--- src/rtl/cpu_types_pkg.sv ---
// Shared types for the CPU memory subsystem: RAM port handshake state,
// machine word, and the arbiter FSM state encoding.
package cpu_types_pkg;

  typedef logic [31:0] word_t;

  typedef enum logic [1:0] {
    FREE   = 2'd0,
    BUSY   = 2'd1,
    ACCESS = 2'd2,
    ERROR  = 2'd3
  } ramstate_t;

  typedef enum logic [1:0] {
    IDLE  = 2'd0,
    GRANT = 2'd1,
    DONE  = 2'd2
  } arb_state_t;

endpackage

--- src/rtl/rr_pick.sv ---
// Rotating-priority picker: scans the request vector starting at ptr and
// returns a one-hot grant for the first requester found (all-zero if none).
module rr_pick #(
  parameter int NCPU = 2,
  parameter int PW   = (NCPU > 1) ? $clog2(NCPU) : 1
) (
  input  logic [NCPU-1:0] req,
  input  logic [PW-1:0]   ptr,
  output logic [NCPU-1:0] gnt
);

  // First requester at or after ptr, wrapping around, wins.
  always_comb begin : pick
    int          c;
    logic [PW-1:0] ci;
    logic        found;
    gnt   = '0;
    found = 1'b0;
    c     = 0;
    ci    = '0;
    for (int k = 0; k < NCPU; k++) begin
      c = int'(ptr) + k;
      if (c >= NCPU) c = c - NCPU;
      ci = PW'(c);
      if (!found && req[ci]) begin
        gnt[ci] = 1'b1;
        found   = 1'b1;
      end
    end
  end

endmodule

--- src/rtl/mem_arbiter.sv ---
// Single-port RAM arbiter for NCPU CPUs. Data requests beat instruction
// requests; a transaction runs IDLE -> GRANT -> DONE with a one-cycle ack.
// Optional feature: define ARB_RR_EN for per-class round-robin priority;
// otherwise the lowest CPU index always wins within a class.
module mem_arbiter
  import cpu_types_pkg::*;
#(
  parameter int NCPU = 2
) (
  input  logic                 CLK,
  input  logic                 RST,
  input  logic [NCPU-1:0]      iREN,
  input  logic [NCPU*32-1:0]   iaddr,
  output logic [NCPU-1:0]      iwait,
  output logic [NCPU*32-1:0]   iload,
  input  logic [NCPU-1:0]      dREN,
  input  logic [NCPU-1:0]      dWEN,
  input  logic [NCPU*32-1:0]   daddr,
  input  logic [NCPU*32-1:0]   dstore,
  output logic [NCPU-1:0]      dwait,
  output logic [NCPU*32-1:0]   dload,
  output logic                 ramREN,
  output logic                 ramWEN,
  output logic [31:0]          ramaddr,
  output logic [31:0]          ramstore,
  input  logic [31:0]          ramload,
  input  ramstate_t            ramstate
);

  localparam int PW = (NCPU > 1) ? $clog2(NCPU) : 1;

  arb_state_t    state_q, state_d;
  logic [PW-1:0] idx_q, idx_d;
  logic          isd_q, isd_d;
  logic          wr_q, wr_d;
  logic [PW-1:0] iptr, dptr;

  logic [NCPU-1:0] dreq, ignt, dgnt, sel_gnt;
  logic [PW-1:0]   sel_idx;
  logic            held, ack;
  word_t           ia [NCPU];
  word_t           da [NCPU];
  word_t           ds [NCPU];

  for (genvar g = 0; g < NCPU; g++) begin : g_unpack
    assign ia[g] = iaddr[g*32 +: 32];
    assign da[g] = daddr[g*32 +: 32];
    assign ds[g] = dstore[g*32 +: 32];
  end

  assign dreq = dREN | dWEN;

  rr_pick #(.NCPU(NCPU), .PW(PW)) u_pick_d (.req(dreq), .ptr(dptr), .gnt(dgnt));
  rr_pick #(.NCPU(NCPU), .PW(PW)) u_pick_i (.req(iREN), .ptr(iptr), .gnt(ignt));

  // Data class has priority; encode the chosen one-hot grant to an index.
  always_comb begin
    sel_gnt = (|dreq) ? dgnt : ignt;
    sel_idx = '0;
    for (int i = 0; i < NCPU; i++) begin
      if (sel_gnt[i]) sel_idx = PW'(i);
    end
  end

  // Whether the registered winner is still asserting the request it won with.
  always_comb begin
    if (isd_q) held = wr_q ? dWEN[idx_q] : dREN[idx_q];
    else       held = iREN[idx_q];
  end

  // FSM next state and winner capture on entry to GRANT.
  always_comb begin
    state_d = state_q;
    idx_d   = idx_q;
    isd_d   = isd_q;
    wr_d    = wr_q;
    ack     = 1'b0;
    case (state_q)
      IDLE: begin
        if ((|dreq) || (|iREN)) begin
          state_d = GRANT;
          idx_d   = sel_idx;
          isd_d   = |dreq;
          wr_d    = (|dreq) & dWEN[sel_idx];
        end
      end
      GRANT: begin
        if (!held) begin
          state_d = IDLE;
        end else if (ramstate == ACCESS) begin
          ack     = 1'b1;
          state_d = DONE;
        end
      end
      DONE:    state_d = IDLE;
      default: state_d = IDLE;
    endcase
  end

`ifdef ARB_RR_EN
  logic [PW-1:0] iptr_q, iptr_d, dptr_q, dptr_d;

  function automatic logic [PW-1:0] ptr_next(input logic [PW-1:0] p);
    if (int'(p) == NCPU - 1) return '0;
    return p + 1'b1;
  endfunction

  // Advance the acknowledged class's pointer just past the winner.
  always_comb begin
    iptr_d = iptr_q;
    dptr_d = dptr_q;
    if (ack) begin
      if (isd_q) dptr_d = ptr_next(idx_q);
      else       iptr_d = ptr_next(idx_q);
    end
  end

  // Round-robin pointer registers.
  always_ff @(posedge CLK) begin
    if (RST) begin
      iptr_q <= '0;
      dptr_q <= '0;
    end else begin
      iptr_q <= iptr_d;
      dptr_q <= dptr_d;
    end
  end

  assign iptr = iptr_q;
  assign dptr = dptr_q;
`else
  assign iptr = '0;
  assign dptr = '0;
`endif

  // FSM state register; an in-flight transaction is simply dropped on reset.
  always_ff @(posedge CLK) begin
    if (RST) state_q <= IDLE;
    else     state_q <= state_d;
  end

  // Winner registers are only consulted in GRANT, which always follows a capture.
  always_ff @(posedge CLK) begin
    idx_q <= idx_d;
    isd_q <= isd_d;
    wr_q  <= wr_d;
  end

  // RAM strobes while the winner holds its request; waits/loads carry the ack.
  always_comb begin
    ramREN   = 1'b0;
    ramWEN   = 1'b0;
    ramaddr  = '0;
    ramstore = '0;
    iwait    = '1;
    dwait    = '1;
    iload    = '0;
    dload    = '0;
    if (state_q == GRANT && held) begin
      if (isd_q) begin
        ramaddr = da[idx_q];
        if (wr_q) begin
          ramWEN   = 1'b1;
          ramstore = ds[idx_q];
        end else begin
          ramREN = 1'b1;
        end
      end else begin
        ramaddr = ia[idx_q];
        ramREN  = 1'b1;
      end
    end
    for (int i = 0; i < NCPU; i++) begin
      if (ack && PW'(i) == idx_q) begin
        if (isd_q) begin
          dwait[i] = 1'b0;
          if (!wr_q) dload[i*32 +: 32] = ramload;
        end else begin
          iwait[i]           = 1'b0;
          iload[i*32 +: 32]  = ramload;
        end
      end
    end
  end

endmodule

--- config.mk ---
export PLATFORM = sky130hd
export DESIGN_NAME = mem_arbiter
export DESIGN_NICKNAME = d
export VERILOG_FILES = /design/src/rtl/cpu_types_pkg.sv /design/src/rtl/rr_pick.sv /design/src/rtl/mem_arbiter.sv
export SDC_FILE = /design/constraint.sdc
export NUM_CORES = 1
export LEC_CHECK = 0
export CORE_AREA = 2 2 168 170
export DETAILED_ROUTE_END_ITERATION = 10
export DIE_AREA = 0 0 170 172
export HOLD_SLACK_MARGIN = 0.05
export PLACE_DENSITY = 0.39
export SLEW_MARGIN = 30
export SYNTH_ARGS = -nofsm -noshare
export SYNTH_HDL_FRONTEND = slang
export SYNTH_SLANG_ARGS = --single-unit
--- constraint.sdc ---
create_clock -name CLK -period 2.8 [get_ports CLK]
set_clock_uncertainty 0.1 [all_clocks]
set_input_delay 0.56 -clock CLK [delete_from_list [all_inputs] [get_ports CLK]]
set_output_delay 0.56 -clock CLK [all_outputs]
set_load 0.05 [all_outputs]
==> impl_metrics.ini <==
[power]
p_sw_share_pct = 41.1
power_frac_seq_pct = 5.0
cellLeakagePower_uw = 0.00389
clockPowerShare_pct = 12.3
power_density_nw_per_um2 = 196
power_uw = 1920
comb_power_share_pct = 82.7
ir_worst_vdd_mv = 0.196
intPower_uw = 1130
p_switching_uw = 789

[sta]
hold_viol_final = 0
slew_viol_final = 0
max_slew.worst_pin.slew_ns = 0.383
clock.fmax_mhz = 365
hold_slack_ns = 0.523
fin_crit_ns = 2.74
maxSlewHeadroom_pct = 74.2
setup_viol = 0
grt_setup_unrepaired = true
fin_crit_sh_pct = 97.9

[setup_path]
worstPathRequired_ns = 2.14
path_common_cell = buf_12
critPathMaxFanout = 10
critPathArrivalTime_ns = 2.08
criticalPathCategory = reg -> out
worst_setup_path_end_kind = output port
cp-start-kind = flip-flop
cp_cell_sequence = buf_6, nand2b_4, a31o_1, buf_12, or4_4, buf_12
max_stage_delay_ns = 0.49
cp_slowest_cell = edfxtp_1

[run]
cap_violations = 0

[global_route]
track_usage_pct = 13.7
grt_pass1_vias = 4894
antenna_found_initial = 0
grt_pass1_wl_um = 30200
overflow = 0
grt_max_degree = 41

[route]
drc = 0
wire_per_inst_um = 19.1
drtAntennaViolNets = 0
wl_um = 21800
drtIter0Drc = 92
dr.pass1.iters = 4
viasPerCell = 3.93
num_vias = 4464

[logic_synthesis]
async_flop_share_pct = 0
syn_area_um2 = 2780
ys_seq_area_share_pct = 4.69
netlist.area_leader.share_pct = 28.9
avgSynthCellArea_um2 = 8.31
ys_seq_elements = 5
synth_nets = 568
synth_ff_type = edfxtp_1
ys_top_cells_by_count = 128 x and2_1, 33 x mux4_2, 33 x nor2_1
synth-edff-count = 3
synthCells = 334
yosysMostFrequentCell = and2_1
synth_top_cells_by_area = and2_1 29%, mux4_2 27%, mux2i_1 12%
synth_top_area_cell = and2_1
yosysUniqueCellTypes = 31
yosys_warnings = 0

[cts]
cts_max_path_buffers = 2
clock-sinks = 5
worstSkewPairLatency_ns = 0.23
htreeDepth = 1
numCtsBuffers = 3
cts_tree = yes
clk_pin_slew_ns = 0.04
root_buffer = clkbuf_16

[finish]
layout.nets = 1026
num_antenna_cells = 0
area_growth_pct = 254
drive_above_1_share_pct = 41.8
final_cells = 1137

[floorplan]
core_area_um2 = 27500
row_count = 61
start_util_pct = 10.1
ios = 432
dieArea_um2 = 29200
die_height_um = 172
die_w_um = 170

[placement]
gp_congestion = 0.857
io_buffer_count = 431
place_inst = 1115
post-dp-hpwl_um = 17700

[status]
status = complete, no violations

[worst_hold_path]
hp-class = reg -> reg
==> path summary, 6_finish.rpt <==
kind	start	end	slack, ns	cells after the start
worst max-delay path	idx_q$_DFFE_PP_	dwait[1]	0.06	6
worst min-delay path	state_q[1]$_SDFFE_PP0P_	state_q[0]$_SDFFE_PP0P_	0.52	3
worst max register to register	idx_q$_DFFE_PP_	state_q[1]$_SDFFE_PP0P_	0.85	6
worst min register to register	state_q[1]$_SDFFE_PP0P_	state_q[0]$_SDFFE_PP0P_	0.52	3
==> per-stage QoR <==
step / setup WS [ns] / util, % / area (um^2) / setup TNS [ns]
5_1_grt: -0.0176 / 35.7 / 9810 / -0.220
3_3_place_gp: -0.268 / 34.3 / 9420 / -6.40
2_1_floorplan: -0.244 / - / 2780 / -7.47
4_1_cts: -0.0206 / 35.4 / 9740 / -0.0274
6_report: 0.0586 / 35.7 / 9810 / 0
3_5_place_dp: -0.244 / 34.3 / 9420 / -7.53
==> worst max-delay path: cells and delay by family (launching register included) <==
kind / cells / cell delay, ns
flip-flops: 1 / 0.49
buffers and inverters: 3 / 0.48
AND/OR/NAND/NOR: 2 / 0.62
AO/OA/AOI/OAI: 1 / 0.24
==> flip-flops by register name, summed over array words and instances, names as in the netlist <==
| register | flops |
|---|---|
| wr_q | 1 |
| idx_q | 1 |
| state_q | 2 |
| isd_q | 1 |
==> area by class of cell <==
type / count / area (um^2)
inverters: 7 / 26.3
multi-input cells: 287 / 2610
well taps: 346 / 433
repair buffers: 488 / 6540
clock buffers: 4 / 78.8
flip-flops and latches: 5 / 130
fillers: 2719 / 17700
==> cell families after synthesis <==
family / Yosys count / share of synthesized area (%)
flops: 5 / 4.69
buf+inv: 42 / 6.63
simple gates: 215 / 48.2
compound gates: 6 / 1.71
mux: 66 / 38.7
==> power by group through the flow <==
stage                     registers, uW  clock network, uW  logic [uW]
final                              95.5                237        1590
after global routing               97.4                246        1670
after CTS                          94.7                239        1580
after detailed placement           96.7                  0        1520
after global placement             97.4                  0        1510
after floorplan                    92.8                  0         703
==> metal layers <==
layer	GRT usage (%)	wire length (um)	vias up
li1	-	-	2085
met1	14.3	7700	2137
met2	27.5	11900	232
met3	3.73	1890	10
met4	2.19	252	0
met5	0	0	-
==> layout by cell type, fill, tap and decap left out, drive strengths merged, types with 5 or more instances in the layout <==
master	Yosys	final
and2	128	128
buf	15	253
clkbuf	20	5
clkdlybuf4s50	0	225
dlygate4sd2	0	7
inv	7	7
mux2i	32	32
mux4	33	33
nor2	34	34
nor3b	32	32
nor4	5	5
==> timing repair <==
item | CTS | global route
endpoints found under the setup margin | 162 | 66
hold endpoints to repair | 0 | 0
resized for setup | 33 | 12
hold buffers | 0 | 0
gates cloned | 4 | 1
pin swaps | 4 | 0
setup buffers | 11 | 4
Note: power is estimated with default switching activity, not from simulation.
==> edit 1, RTL diff (config.mk and constraints unchanged) <==
`NCPU` is set to 2 in 2 places; all go to 1.
--- a/src/rtl/rr_pick.sv
+++ b/src/rtl/rr_pick.sv
@@ -1,7 +1,7 @@
 // Rotating-priority picker: scans the request vector starting at ptr and
 // returns a one-hot grant for the first requester found (all-zero if none).
 module rr_pick #(
-  parameter int NCPU = 2,
+  parameter int NCPU = 1,
   parameter int PW   = (NCPU > 1) ? $clog2(NCPU) : 1
 ) (
   input  logic [NCPU-1:0] req,
--- a/src/rtl/mem_arbiter.sv
+++ b/src/rtl/mem_arbiter.sv
@@ -5,7 +5,7 @@
 module mem_arbiter
   import cpu_types_pkg::*;
 #(
-  parameter int NCPU = 2
+  parameter int NCPU = 1
 ) (
   input  logic                 CLK,
   input  logic                 RST,
Interface: changed (10 resized); port bits go from 432 to 267. No check against the original RTL was run, so the function may have changed too.
==> edit 1 against the original RTL <==
- area after synthesis down 46%
- final area down 37%
- critical endpoint is now dload[31]
- worst setup slack better by 0.094 ns
- sequential power down 25%
- synthesized cell count down 34%
- critical path type is now input pin to output pin
- clock power down 5%
- total power down 43%
- sequential cell count down 1
- routed wire length down 48%
- non-clock buffer count down 202
==> edit 1: results (changes against the original RTL) <==
route:
  dr_wl_met2_um: 6160  # -48%
  firstDrtPassIters: 3  # -1
  wl_met1_um: 4460  # -42%
  top_layer: "met4"
  routed_via_density: 2.98  # -24%
  wl_um: 11300  # -48%
  met3_length_um: 715  # -62%
  drt_iter0_markers: 38  # -59%
  avgRoutedWirePerCell_um: 13.6  # -29%
logic_synthesis:
  ys.flop_type: "edfxtp_1"
  syn_nets: 355  # -38%
  synth-edff-count: 2  # -1
  synthCells: 220  # -34%
  yosysWarnings: 0  # unchanged
  synth_cell_types: 24  # -23%
  ys_seq_area_share_pct: 6.74  # +2.1 points
  yosys-top-cells-count: "and2_1, nor2_1, mux2i_1"
  async_reset_ff_share_pct: 0  # unchanged
  synth_area_leaders: "and2_1, mux2i_1, nor2_1"
hold_path:
  hold_path.class: "flop to flop"
  hold_depth: 2  # -1
place:
  port_buffers: 266  # -38%
  dpl.cell_count: 821  # -26%
  dp_hpwl_um: 9330  # -47%
  gp_congestion: 0.678  # -21%
grt:
  antenna_found_initial: 0  # unchanged
  met3_usage_pct: 1.69  # -2.0 points
  met1_usage_pct: 8.68  # -5.6 points
  grt_pass1_wl_um: 15800  # -48%
  grtUsageTotal_pct: 7.12  # -6.5 points
  grt_max_degree: 34  # -17%
  grt_pass1_vias: 2532  # -48%
  grtUsageMet2_pct: 13.4  # -14 points
final_layout:
  fill_cells: 2963  # +9.0%
  drive_gt1_share_pct: 37.9  # -3.9 points
  final_nets: 624  # -39%
  top_regs: "state_q: 2 flops, isd_q: 1 flops, wr_q: 1 flops"
  diodes: 0  # unchanged
clock_network:
  cts_buffers: 3  # unchanged
  root_buffer: "clkbuf_16"
  clock_path_buffers: 2  # unchanged
  clkLatencyLatePin_ns: 0.22
  cts.htree.levels: 1  # unchanged
  clk_pin_slew_worst_paths_ns: 0.03
setup_path:
  rr_worst_depth: 4  # -2
  critPathMaxFanout: 10  # unchanged
  slowest_stage: "dlygate4sd2_1"
  cp_top_family: "buffers and inverters"
  cp_slowest_stage_delay_ns: 0.25  # -0.24 ns
timing:
  maxSlewHeadroom_pct: 73.2  # -1.1 points
outcome:
  status: "finished clean"
run:
  cap_violations: 0  # unchanged
power:
  ir_worst_vdd_uv: 210  # +7.0%
  p_leak_nw: 2.46  # -37%
==> edit 1: changes by cell type in the layout (fill, tap and decap cells not counted), sizes merged, moves of 12 or more <==
cell and change:
nor3b -32, buf -102, nor2 +12, and2 -43, mux4 -33, clkdlybuf4s50 -96
==> edit 1: report_power, final <==
part           internal [mW]  total, mW  switching (mW)
combinational          0.431      0.792           0.361
clock                  0.188      0.226          0.0383
sequential            0.0673     0.0719         0.00466
total                  0.686       1.09           0.404
==> edit 1: per-stage QoR <==
step / cell area, µm² / setup WS (ns) / TNS, ns
finish: 6200 / 0.153 / 0
global route: 6200 / 0.0195 / 0
CTS: 6220 / 0.0523 / 0
detailed placement: 5930 / -0.131 / -5.07
global placement: 5930 / -0.128 / -4.24
floorplan: 1490 / 0.201 / 0
==> edit 1: final timing paths <==
path,from,endpoint,slack (ns)
worst max-delay path,ramstate[0],dload[31],0.15
worst min-delay path,state_q[0],state_q[1],0.46
worst max register to register,wr_q,state_q[1],1.04
worst min register to register,state_q[0],state_q[1],0.46
==> edit 1: layout make-up <==
class,instances,area [µm²],share of cell area (%)
sequential,4,100,1.62
clock buffer,4,78.8,1.27
inverter,2,7.51,0.121
tap,346,433,6.99
timing repair buffer,286,4200,67.8
multi-input combinational,192,1370,22.2
==> edit 1: worst reg2reg max path, stage by stage, from the launching register on <==
cell and delay, ns:
edfxtp_1 0.47, mux2i_4 0.25, a211o_2 0.35, buf_4 0.21
a2111oi_2 0.28
==> edit 1: kinds of logic after synthesis <==
group           after synthesis  synth area share, %
mux                          33                 22.2
buf+inv                      24                 7.92
compound gates                6                 4.21
simple gates                153                 58.9
flops                         4                 6.74
==> edit 1: repair_timing <==
action	CTS	global route
pin swaps	2	0
resized for setup	31	0
endpoints found under the setup margin	66	15
buffers inserted	7	2
gates cloned	2	0
==> edit 2, RTL diff (same flow settings) <==
Made on the original files. The 3 states of `arb_state_t` get a one-hot encoding in 3 bits.
--- a/src/rtl/cpu_types_pkg.sv
+++ b/src/rtl/cpu_types_pkg.sv
@@ -11,10 +11,10 @@
     ERROR  = 2'd3
   } ramstate_t;
 
-  typedef enum logic [1:0] {
-    IDLE  = 2'd0,
-    GRANT = 2'd1,
-    DONE  = 2'd2
+  typedef enum logic [2:0] {
+    IDLE  = 3'b001,
+    GRANT = 3'b010,
+    DONE  = 3'b100
   } arb_state_t;
 
 endpackage
Check against the original RTL: same outputs for any inputs over 4 cycles, from zero or initial values and one cycle with RST high; so few cycles prove little.
==> edit 2 against the original RTL <==
- the flow now finishes with violations (setup timing)
- sequential cell count grew 1
- final area grew 6.6%
- area after synthesis down 0.54%
- clock power hardly changed
- worst setup slack lost 0.11 ns
- total power down 17%
- routed wire length increased by 1.3%
- critical endpoint unchanged
- highest routed layer is now met5
==> edit 2: results (changes against the original RTL) <==
place:
  dpl_cell_area_mm2: 0.00957  # +1.5%
  dp_hpwl_um: 17900  # +0.92%
  place_ws_ns: -0.302  # -0.0578 ns
logic_synthesis:
  synth_area_leaders: "mux4_2, and2_1, and3_1"
  yosys-top-cells-count: "and2_1, and3_1, nor2_1"
  synth_cell_types: 34  # +9.7%
  synth-edff-count: 3  # unchanged
  ys_seq_area_share_pct: 5.44  # +0.75 points
  ys.flop_type: "edfxtp_1"
  syn_nets: 576  # +1.4%
  synth_area_per_cell_um2: 8.07  # -2.9%
clock_network:
  cts_resized: 122  # +270%
  post-cts-setup-buffer-count: 3  # -8
power:
  p_leak_nw: 4.31  # +11%
  pg_seq_mw: 0.118  # +24%
  swShare_pct: 34.5  # -6.6 points
  comb_cell_power_mw: 1.24  # -22%
  ir_worst_vdd_uv: 233  # +19%
  power_density_mw_per_mm2: 152  # -22%
outcome:
  violations: "setup timing"
  status: "finished with violations"
timing:
  finalSetupViolCount: 1  # +1
  fin_ws_ns: -0.0505  # -0.109 ns
  worst_pin_slew_ns: 0.364  # -0.0188 ns
  fin_tns_setup_ns: -0.0505  # -0.0505 ns
route:
  met3_length_um: 1810  # -4.1%
  dr_wl_met2_um: 11500  # -3.4%
  wl_met1_um: 8430  # +9.5%
  avgRoutedWirePerCell_um: 19.5  # +1.8%
  drt_iter0_markers: 108  # +17%
  top_layer: "met5"
  firstDrtPassIters: 5  # +1
  routed_via_density: 3.93  # +0.15%
final_layout:
  largest_reg_flops: 3  # +1
  drive_gt1_share_pct: 52.2  # +10 points
  fill_cells: 2720  # +0.037%
  final_nets: 1020  # -0.58%
grt:
  grtUsageMet2_pct: 24.9  # -2.6 points
  antenna_found_initial: 1  # +1
  grt_pass1_vias: 4416  # -9.8%
  met3_usage_pct: 3.71  # -0.023 points
  met1_usage_pct: 15.7  # +1.4 points
  grtUsageTotal_pct: 13.5  # -0.16 points
  grt_pass1_wl_um: 29300  # -2.8%
setup_path:
  crit_arrival_ns: 2.19  # +0.11 ns
  critPathMaxFanout: 8  # -2
[edit 2: area by class of cell]
cell class / count / area [µm²] / area share (%)
tap: 346 / 433 / 4.14
clock buffer: 4 / 78.8 / 0.754
sequential: 6 / 151 / 1.45
inverter: 8 / 30.0 / 0.287
multi-input combinational: 289 / 2930 / 28.0
timing repair buffer: 478 / 6830 / 65.3
[edit 2: kinds of logic after synthesis]
kind of cell,Yosys count,share of synthesized area (%)
buffers and inverters,47,7.39
muxes,66,38.5
AOI/OAI and AO/OA,9,2.58
DFF,6,5.44
and+or+nand+nor,214,46.1
[edit 2: path summary, 6_finish.rpt]
path	cells after the start	startpoint	to	slack [ns]
worst max-delay path	6	idx_q	dwait[1]	-0.05
worst min-delay path	2	state_q[0]	state_q[0]	0.43
worst max register to register	6	idx_q	state_q[0]	0.90
worst min register to register	2	state_q[0]	state_q[0]	0.43
